===== config.mk =====
export PLATFORM = sky130hd
export DESIGN_NAME = lsu_mem_stage
export DESIGN_NICKNAME = d
export VERILOG_FILES = /design/src/rtl/lsu_mem_stage.sv
export SDC_FILE = /design/constraint.sdc
export NUM_CORES = 1
export LEC_CHECK = 0
export ABC_AREA = 1
export CAP_MARGIN = 10
export CORE_ASPECT_RATIO = 0.7
export CORE_MARGIN = 8
export CORE_UTILIZATION = 50
export DETAILED_ROUTE_END_ITERATION = 8
export DONT_BUFFER_PORTS = 1
export PLACE_DENSITY = 0.66
export SLEW_MARGIN = 40
export SYNTH_ARGS = -nofsm -noshare
export SYNTH_HDL_FRONTEND = slang
export SYNTH_SLANG_ARGS = --single-unit

===== constraint.sdc =====
create_clock -name clk_i -period 3.02 [get_ports clk_i]
set_clock_uncertainty 0.15 [all_clocks]
set_input_delay 0.151 -clock clk_i [delete_from_list [all_inputs] [get_ports clk_i]]
set_output_delay 0.151 -clock clk_i [all_outputs]
set_load 0.05 [all_outputs]

===== src/rtl/lsu_mem_stage.sv =====
// lsu_mem_stage: memory-access stage that sits directly after the execute ALU.
// It takes one instruction at a time and handles it in one of three ways:
//   - A non-memory op passes its ALU result through to writeback.
//   - A misaligned or illegal access is answered with Err_o and touches no memory.
//   - A load or store is issued on a request/grant/rvalid data-memory port.
// Each instruction produces one registered result on a valid/ready writeback
// port, except when it is flushed.
//
// Ports:
//   clk_i, rst_ni                 clock (rising edge), async active-low reset
//   Valid_i / Ready_o             instruction handshake from execute
//   ALUResult_i, StoreData_i      effective address or result, store data (rs2)
//   MemRead_i, MemWrite_i         load / store select
//   Funct3_i                      size and sign: B, H, W, BU, HU
//   RegWrite_i, Rd_i              destination write enable and register index
//   Flush_i                       squash the in-flight instruction
//   MemReq_o .. MemWData_o        memory request (word address, byte enables,
//                                 lane-replicated write data)
//   MemGnt_i, MemRValid_i,
//   MemRData_i                    memory grant and read response
//   WbValid_o / WbReady_i         result handshake to writeback
//   WbData_o, WbRd_o, WbWe_o      result data, destination, write enable
//   Err_o                         misaligned or illegal access (valid only
//                                 while WbValid_o is high)
module lsu_mem_stage #(
    parameter int DATAWIDTH     = 32,
    parameter int REGADDR_WIDTH = 5
) (
    input  logic                     clk_i,
    input  logic                     rst_ni,
    input  logic                     Valid_i,
    output logic                     Ready_o,
    input  logic [DATAWIDTH-1:0]     ALUResult_i,
    input  logic [DATAWIDTH-1:0]     StoreData_i,
    input  logic                     MemRead_i,
    input  logic                     MemWrite_i,
    input  logic [2:0]               Funct3_i,
    input  logic                     RegWrite_i,
    input  logic [REGADDR_WIDTH-1:0] Rd_i,
    input  logic                     Flush_i,
    output logic                     MemReq_o,
    output logic                     MemWe_o,
    output logic [DATAWIDTH-1:0]     MemAddr_o,
    output logic [3:0]               MemBe_o,
    output logic [DATAWIDTH-1:0]     MemWData_o,
    input  logic                     MemGnt_i,
    input  logic                     MemRValid_i,
    input  logic [DATAWIDTH-1:0]     MemRData_i,
    output logic                     WbValid_o,
    input  logic                     WbReady_i,
    output logic [DATAWIDTH-1:0]     WbData_o,
    output logic [REGADDR_WIDTH-1:0] WbRd_o,
    output logic                     WbWe_o,
    output logic                     Err_o
);

    typedef enum logic [1:0] {IDLE, REQ, WAIT, RESP} state_t;

    state_t                 state;
    logic [2:0]             funct3_q;
    logic [1:0]             off_q;
    logic                   reg_write_q;
    logic                   is_store_q;
    logic                   drop_q;
    logic [DATAWIDTH-1:0]   alu_q;

    logic                   mem_op;
    logic                   f3_legal;
    logic                   misaligned;
    logic                   access_err;
    logic [3:0]             be_next;
    logic [DATAWIDTH-1:0]   wdata_next;
    logic [DATAWIDTH-1:0]   lane_word;
    logic [DATAWIDTH-1:0]   load_data;

    // A new instruction is taken only when the stage is idle and has no result pending.
    assign Ready_o = (state == IDLE) && !WbValid_o;

    // Decode the incoming instruction.
    // Legality: stores accept only B/H/W; loads also accept BU/HU.
    // Alignment: halves must sit on even addresses, words on multiples of 4.
    // Byte enables and replicated write data use the address offset and the size.
    always_comb begin
        mem_op = MemRead_i | MemWrite_i;

        case (Funct3_i)
            3'b000, 3'b001, 3'b010: f3_legal = 1'b1;
            3'b100, 3'b101:         f3_legal = !MemWrite_i;
            default:                f3_legal = 1'b0;
        endcase

        case (Funct3_i[1:0])
            2'b01:   misaligned = ALUResult_i[0];
            2'b10:   misaligned = |ALUResult_i[1:0];
            default: misaligned = 1'b0;
        endcase

        access_err = mem_op && (!f3_legal || misaligned);

        case (Funct3_i[1:0])
            2'b00: begin
                be_next    = 4'b0001 << ALUResult_i[1:0];
                wdata_next = {4{StoreData_i[7:0]}};
            end
            2'b01: begin
                be_next    = 4'b0011 << ALUResult_i[1:0];
                wdata_next = {2{StoreData_i[15:0]}};
            end
            default: begin
                be_next    = 4'b1111;
                wdata_next = StoreData_i;
            end
        endcase
    end

    // Load result formatting.
    // Shift the addressed lane down to bit 0.
    // Then sign- or zero-extend it according to the latched funct3.
    always_comb begin
        lane_word = MemRData_i >> {off_q, 3'b000};
        case (funct3_q)
            3'b000:  load_data = {{24{lane_word[7]}}, lane_word[7:0]};
            3'b100:  load_data = {24'h0, lane_word[7:0]};
            3'b001:  load_data = {{16{lane_word[15]}}, lane_word[15:0]};
            3'b101:  load_data = {16'h0, lane_word[15:0]};
            default: load_data = MemRData_i;
        endcase
    end

    // Main control FSM; every memory and writeback output is registered here.
    // drop_q marks a load that was flushed after its grant. The memory will
    // still return that read, and the stage must absorb it without producing
    // a result.
    always_ff @(posedge clk_i or negedge rst_ni) begin
        if (!rst_ni) begin
            state       <= IDLE;
            funct3_q    <= 3'b000;
            off_q       <= 2'b00;
            reg_write_q <= 1'b0;
            is_store_q  <= 1'b0;
            drop_q      <= 1'b0;
            alu_q       <= '0;
            MemReq_o    <= 1'b0;
            MemWe_o     <= 1'b0;
            MemAddr_o   <= '0;
            MemBe_o     <= 4'b0000;
            MemWData_o  <= '0;
            WbValid_o   <= 1'b0;
            WbData_o    <= '0;
            WbRd_o      <= '0;
            WbWe_o      <= 1'b0;
            Err_o       <= 1'b0;
        end else begin
            case (state)
                IDLE: begin
                    if (Valid_i && Ready_o && !Flush_i) begin
                        WbRd_o      <= Rd_i;
                        funct3_q    <= Funct3_i;
                        off_q       <= ALUResult_i[1:0];
                        reg_write_q <= RegWrite_i;
                        is_store_q  <= MemWrite_i;
                        alu_q       <= ALUResult_i;
                        drop_q      <= 1'b0;
                        Err_o       <= 1'b0;
                        if (!mem_op) begin
                            state     <= RESP;
                            WbValid_o <= 1'b1;
                            WbData_o  <= ALUResult_i;
                            WbWe_o    <= RegWrite_i;
                        end else if (access_err) begin
                            state     <= RESP;
                            WbValid_o <= 1'b1;
                            WbData_o  <= ALUResult_i;
                            WbWe_o    <= 1'b0;
                            Err_o     <= 1'b1;
                        end else begin
                            state      <= REQ;
                            MemReq_o   <= 1'b1;
                            MemWe_o    <= MemWrite_i;
                            MemAddr_o  <= {ALUResult_i[DATAWIDTH-1:2], 2'b00};
                            MemBe_o    <= be_next;
                            MemWData_o <= wdata_next;
                        end
                    end
                end
                REQ: begin
                    if (MemGnt_i) begin
                        MemReq_o <= 1'b0;
                        if (is_store_q) begin
                            if (Flush_i) begin
                                state <= IDLE;
                            end else begin
                                state     <= RESP;
                                WbValid_o <= 1'b1;
                                WbData_o  <= alu_q;
                                WbWe_o    <= 1'b0;
                            end
                        end else if (MemRValid_i) begin
                            // Read data arrived together with the grant. If a
                            // flush came in the same cycle, that data has already
                            // been consumed, so go straight back to IDLE.
                            if (Flush_i) begin
                                state <= IDLE;
                            end else begin
                                state     <= RESP;
                                WbValid_o <= 1'b1;
                                WbData_o  <= load_data;
                                WbWe_o    <= reg_write_q;
                            end
                        end else begin
                            state  <= WAIT;
                            drop_q <= Flush_i;
                        end
                    end else if (Flush_i) begin
                        MemReq_o <= 1'b0;
                        state    <= IDLE;
                    end
                end
                WAIT: begin
                    if (MemRValid_i) begin
                        if (drop_q || Flush_i) begin
                            drop_q <= 1'b0;
                            state  <= IDLE;
                        end else begin
                            state     <= RESP;
                            WbValid_o <= 1'b1;
                            WbData_o  <= load_data;
                            WbWe_o    <= reg_write_q;
                        end
                    end else if (Flush_i) begin
                        drop_q <= 1'b1;
                    end
                end
                RESP: begin
                    if (Flush_i || WbReady_i) begin
                        WbValid_o <= 1'b0;
                        state     <= IDLE;
                    end
                end
                default: state <= IDLE;
            endcase
        end
    end

endmodule

==> results.txt <==
Run status -> complete, but fails checks
Violated checks -> negative hold slack
Core Footprint -> 15400 µm²
Worst-case hold slack -> -0.726 ns
Clock latency on the worst-skew pair -> 0.41 ns
Final design utilization -> 62.9%
Final hold vios -> 148
Number of DRC violations after detailed routing -> 0
1st-pass router iterations -> 6
Period minus WS final -> 2.87 ns
Path type of the worst setup path -> input port to flop
Pre-CTS setup slack -> 0.701 ns
Resized cells post-CTS -> 0
Cell types with the largest area share after synthesis -> dfrtp_1, nand2_1, o21ai_0, nor2_1, inv_1
Aggregate global-route resource usage -> 26.3%
Cts hold-fix bufs -> 114
Yosys Warn Count -> 0
Number of distinct library cells after synthesis -> 27
Clk network pwr share -> 16.7%
Fin crit share -> 95.2%
Logic gate share of total power -> 35.0%
Highest clock frequency the design can meet -> 348 MHz
Fraction of registers with async set or reset after synthesis -> 100%
Most numerous cell types in the synthesized netlist -> nand2_1, dfrtp_1, o21ai_0
Crit path launch type -> input port
Power density over the cells -> 1300 nW/µm²
Detailed Route Iter0 Violations -> 866
Proportion of layout cells with a drive suffix above 1 -> 5.09%
Number of antenna violations at the first check in global routing -> 4
Setup_tns -> 0 ns
Drt total wl -> 26000 µm
Cell Chain, Critical Path -> dlygate4sd3_1, nor2_1, dlygate4sd3_1, nand2_1, nor2_1, nand3_4, o31ai_1, dlygate4sd3_1
Sw frac -> 54.4%
Initial Utilization -> 50.8%
Most instantiated flip-flop cell in the synthesis netlist -> dfrtp_1
Grt total ovfl -> 0
Worst Max-Slew Pin Slew -> 0.629 ns
Count leader, synth -> nand2_1
Crit-path most repeated cell -> dlygate4sd3_1
Cell area after synthesis -> 7800 µm²
Floorplan die width -> 165 µm
Unrepaired setup endpoints after global routing -> false
Number of enable flip-flop cells after synthesis -> 0
Leakage power -> 0.00509 µW
Slowest stage cell, crit path -> dlygate4sd3_1
VDD IR max -> 0.000650 V
Post-route ant nets -> 0
Setup Buffers After CTS -> 0
Relative slew slack -> 58.1%
Cell type with the highest aggregate area in the netlist -> dfrtp_1
CTS max path bufs -> 2
Share of synthesized area occupied by flip-flops and latches -> 47.5%
First-pass GRT wire length -> 40700 µm
Worst-case setup margin in the final layout -> 0.145 ns
Number of global-route vias before repair -> 7173
Synthesized area divided by synthesized cell count -> 7.01 µm²
Maximum number of pins on one net before global-route repair -> 149
TritonCTS clock tree -> done
Crit path required time -> 3.22 ns
Number of buffers added on ports -> 0
Via/cell ratio -> 5.26
Area share of the leading cell type in the synthesized netlist -> 47.5%
Switching power total -> 6810 µW
Final-stage net count -> 1326
Library cell used as clock root buffer -> clkbuf_16
CP endpoint kind -> flop
Min-Delay Path Class -> input port to async pin
Total number of vias -> 7470
Area growth, synth to finish -> 23.8%
TritonCTS Buffers -> 17
Die area -> 19900 µm²
Finish-stage setup viols -> 0
Flop and latch count out of synthesis -> 148
# clock sinks -> 148
Detail-routed net length per standard cell -> 18.3 µm
Clock-pin slew reported for the worst setup and hold paths after clock tree synthesis -> 0.06 ns
Post-DP HPWL -> 17500 µm
Part of the total power dissipated in sequential elements -> 48.3%
Die height -> 120 µm
Last weighted congestion value of the routability-driven placer -> 0.863
Number of instances in the synthesized netlist -> 1112
PnR Total Power -> 12500 µW
Io pins -> 225
Floorplan row count -> 38
Largest driver fanout on the critical path -> 25
Count of pins over their slew limit -> 0
Internal portion of total power -> 5720 µW
Count of max-cap constraint violations -> 0
Max stage delay on crit path -> 0.68 ns
Arrival time reported for the critical path endpoint -> 3.08 ns
H-Tree Depth -> 4
[flip-flops by register name, summed over array words and instances (netlist names)]
name	cells
drop_q	1
MemAddr_o	30
WbValid_o	1
MemReq_o	1
WbData_o	32
off_q	1
state	2
Err_o	1
MemWData_o	32
reg_write_q	1
funct3_q	3
alu_q	31
MemBe_o	4
WbRd_o	5
is_store_q	1
WbWe_o	1
MemWe_o	1
[worst max-delay path: cells and delay by family]
kind,cells,cell delay (ns)
AO/OA/AOI/OAI,1,0.32
AND/OR/NAND/NOR,4,0.77
buffers and inverters,3,1.83
[cell families (layout without fill, tap and decap cells)]
| group | count (synthesis) | count (layout) | synth area share [%] |
|---|---|---|---|
| simple gates | 625 | 625 | 31.4 |
| buf+inv | 170 | 274 | 9.08 |
| compound gates | 161 | 161 | 10.8 |
| flops | 148 | 148 | 47.5 |
| fa+ha+maj | 7 | 7 | 1.12 |
| other cells | 1 | 4 | 0.0481 |
[final cells by class]
| type | instances | area, µm² |
|---|---|---|
| diodes | 2 | 5.00 |
| clock buffers | 22 | 474 |
| clock inverters | 9 | 104 |
| fillers | 1399 | 5700 |
| inverters | 111 | 417 |
| multi-input cells | 795 | 3400 |
| flip-flops and latches | 148 | 3700 |
| well taps | 200 | 250 |
| repair buffers | 132 | 1300 |
[power groups by stage]
stage | sequential, µW | clock [µW] | combinational [µW]
5_1_grt | 6180 | 2200 | 5010
3_3_place_gp | 6090 | 0 | 3980
2_1_floorplan | 5740 | 0 | 3300
4_1_cts | 6070 | 2120 | 4310
6_report | 6050 | 2100 | 4380
3_5_place_dp | 6100 | 0 | 4070
[per-layer routing]
metal	share of wire [%]	track usage, %
met5	0.031	0
met4	2.0	6.57
met3	11	10.2
met2	44	38.5
met1	43	35.8
[cells in the final DEF (no fill, tap or decap), drive strengths merged, types with 2 or more instances in the layout]
cell and instances:
clkinvlp 2, bufinv 2, nand2 458, a31oi 2
diode 2, dfrtp 148, clkbuf 22, nand3 41
or2 2, buf 18, clkinv 5, o21ai 113
nand4 4, o31ai 8, ha 7, nor2 116
inv 111, dlygate4sd3 114, a21oi 36, conb 2
nor3 4
[final timing paths]
kind                                start              to  slack (ns)  cells past startpoint
min reg2reg                      alu_q[7]        alu_q[7]        0.33                      2
max                               Flush_i  MemWData_o[19]        0.15                      8
min                                rst_ni  MemWData_o[12]       -0.73                      0
min in group clk_i         MemRData_i[11]     WbData_o[3]           0                      8
max in group asynchronous          rst_ni    WbData_o[14]        3.24                      0
max reg2reg                      state[0]  MemWData_o[19]        0.37                      9
[through the flow]
| stage | instances | instance area (µm²) |
|---|---|---|
| finish | 1419 | 9650 |
| global route | 1419 | 9650 |
| CTS | 1417 | 9650 |
| detailed placement | 1272 | 7930 |
| global placement | 1272 | 7930 |
| floorplan | 1113 | 7800 |
(Power assumes the default switching activity.)
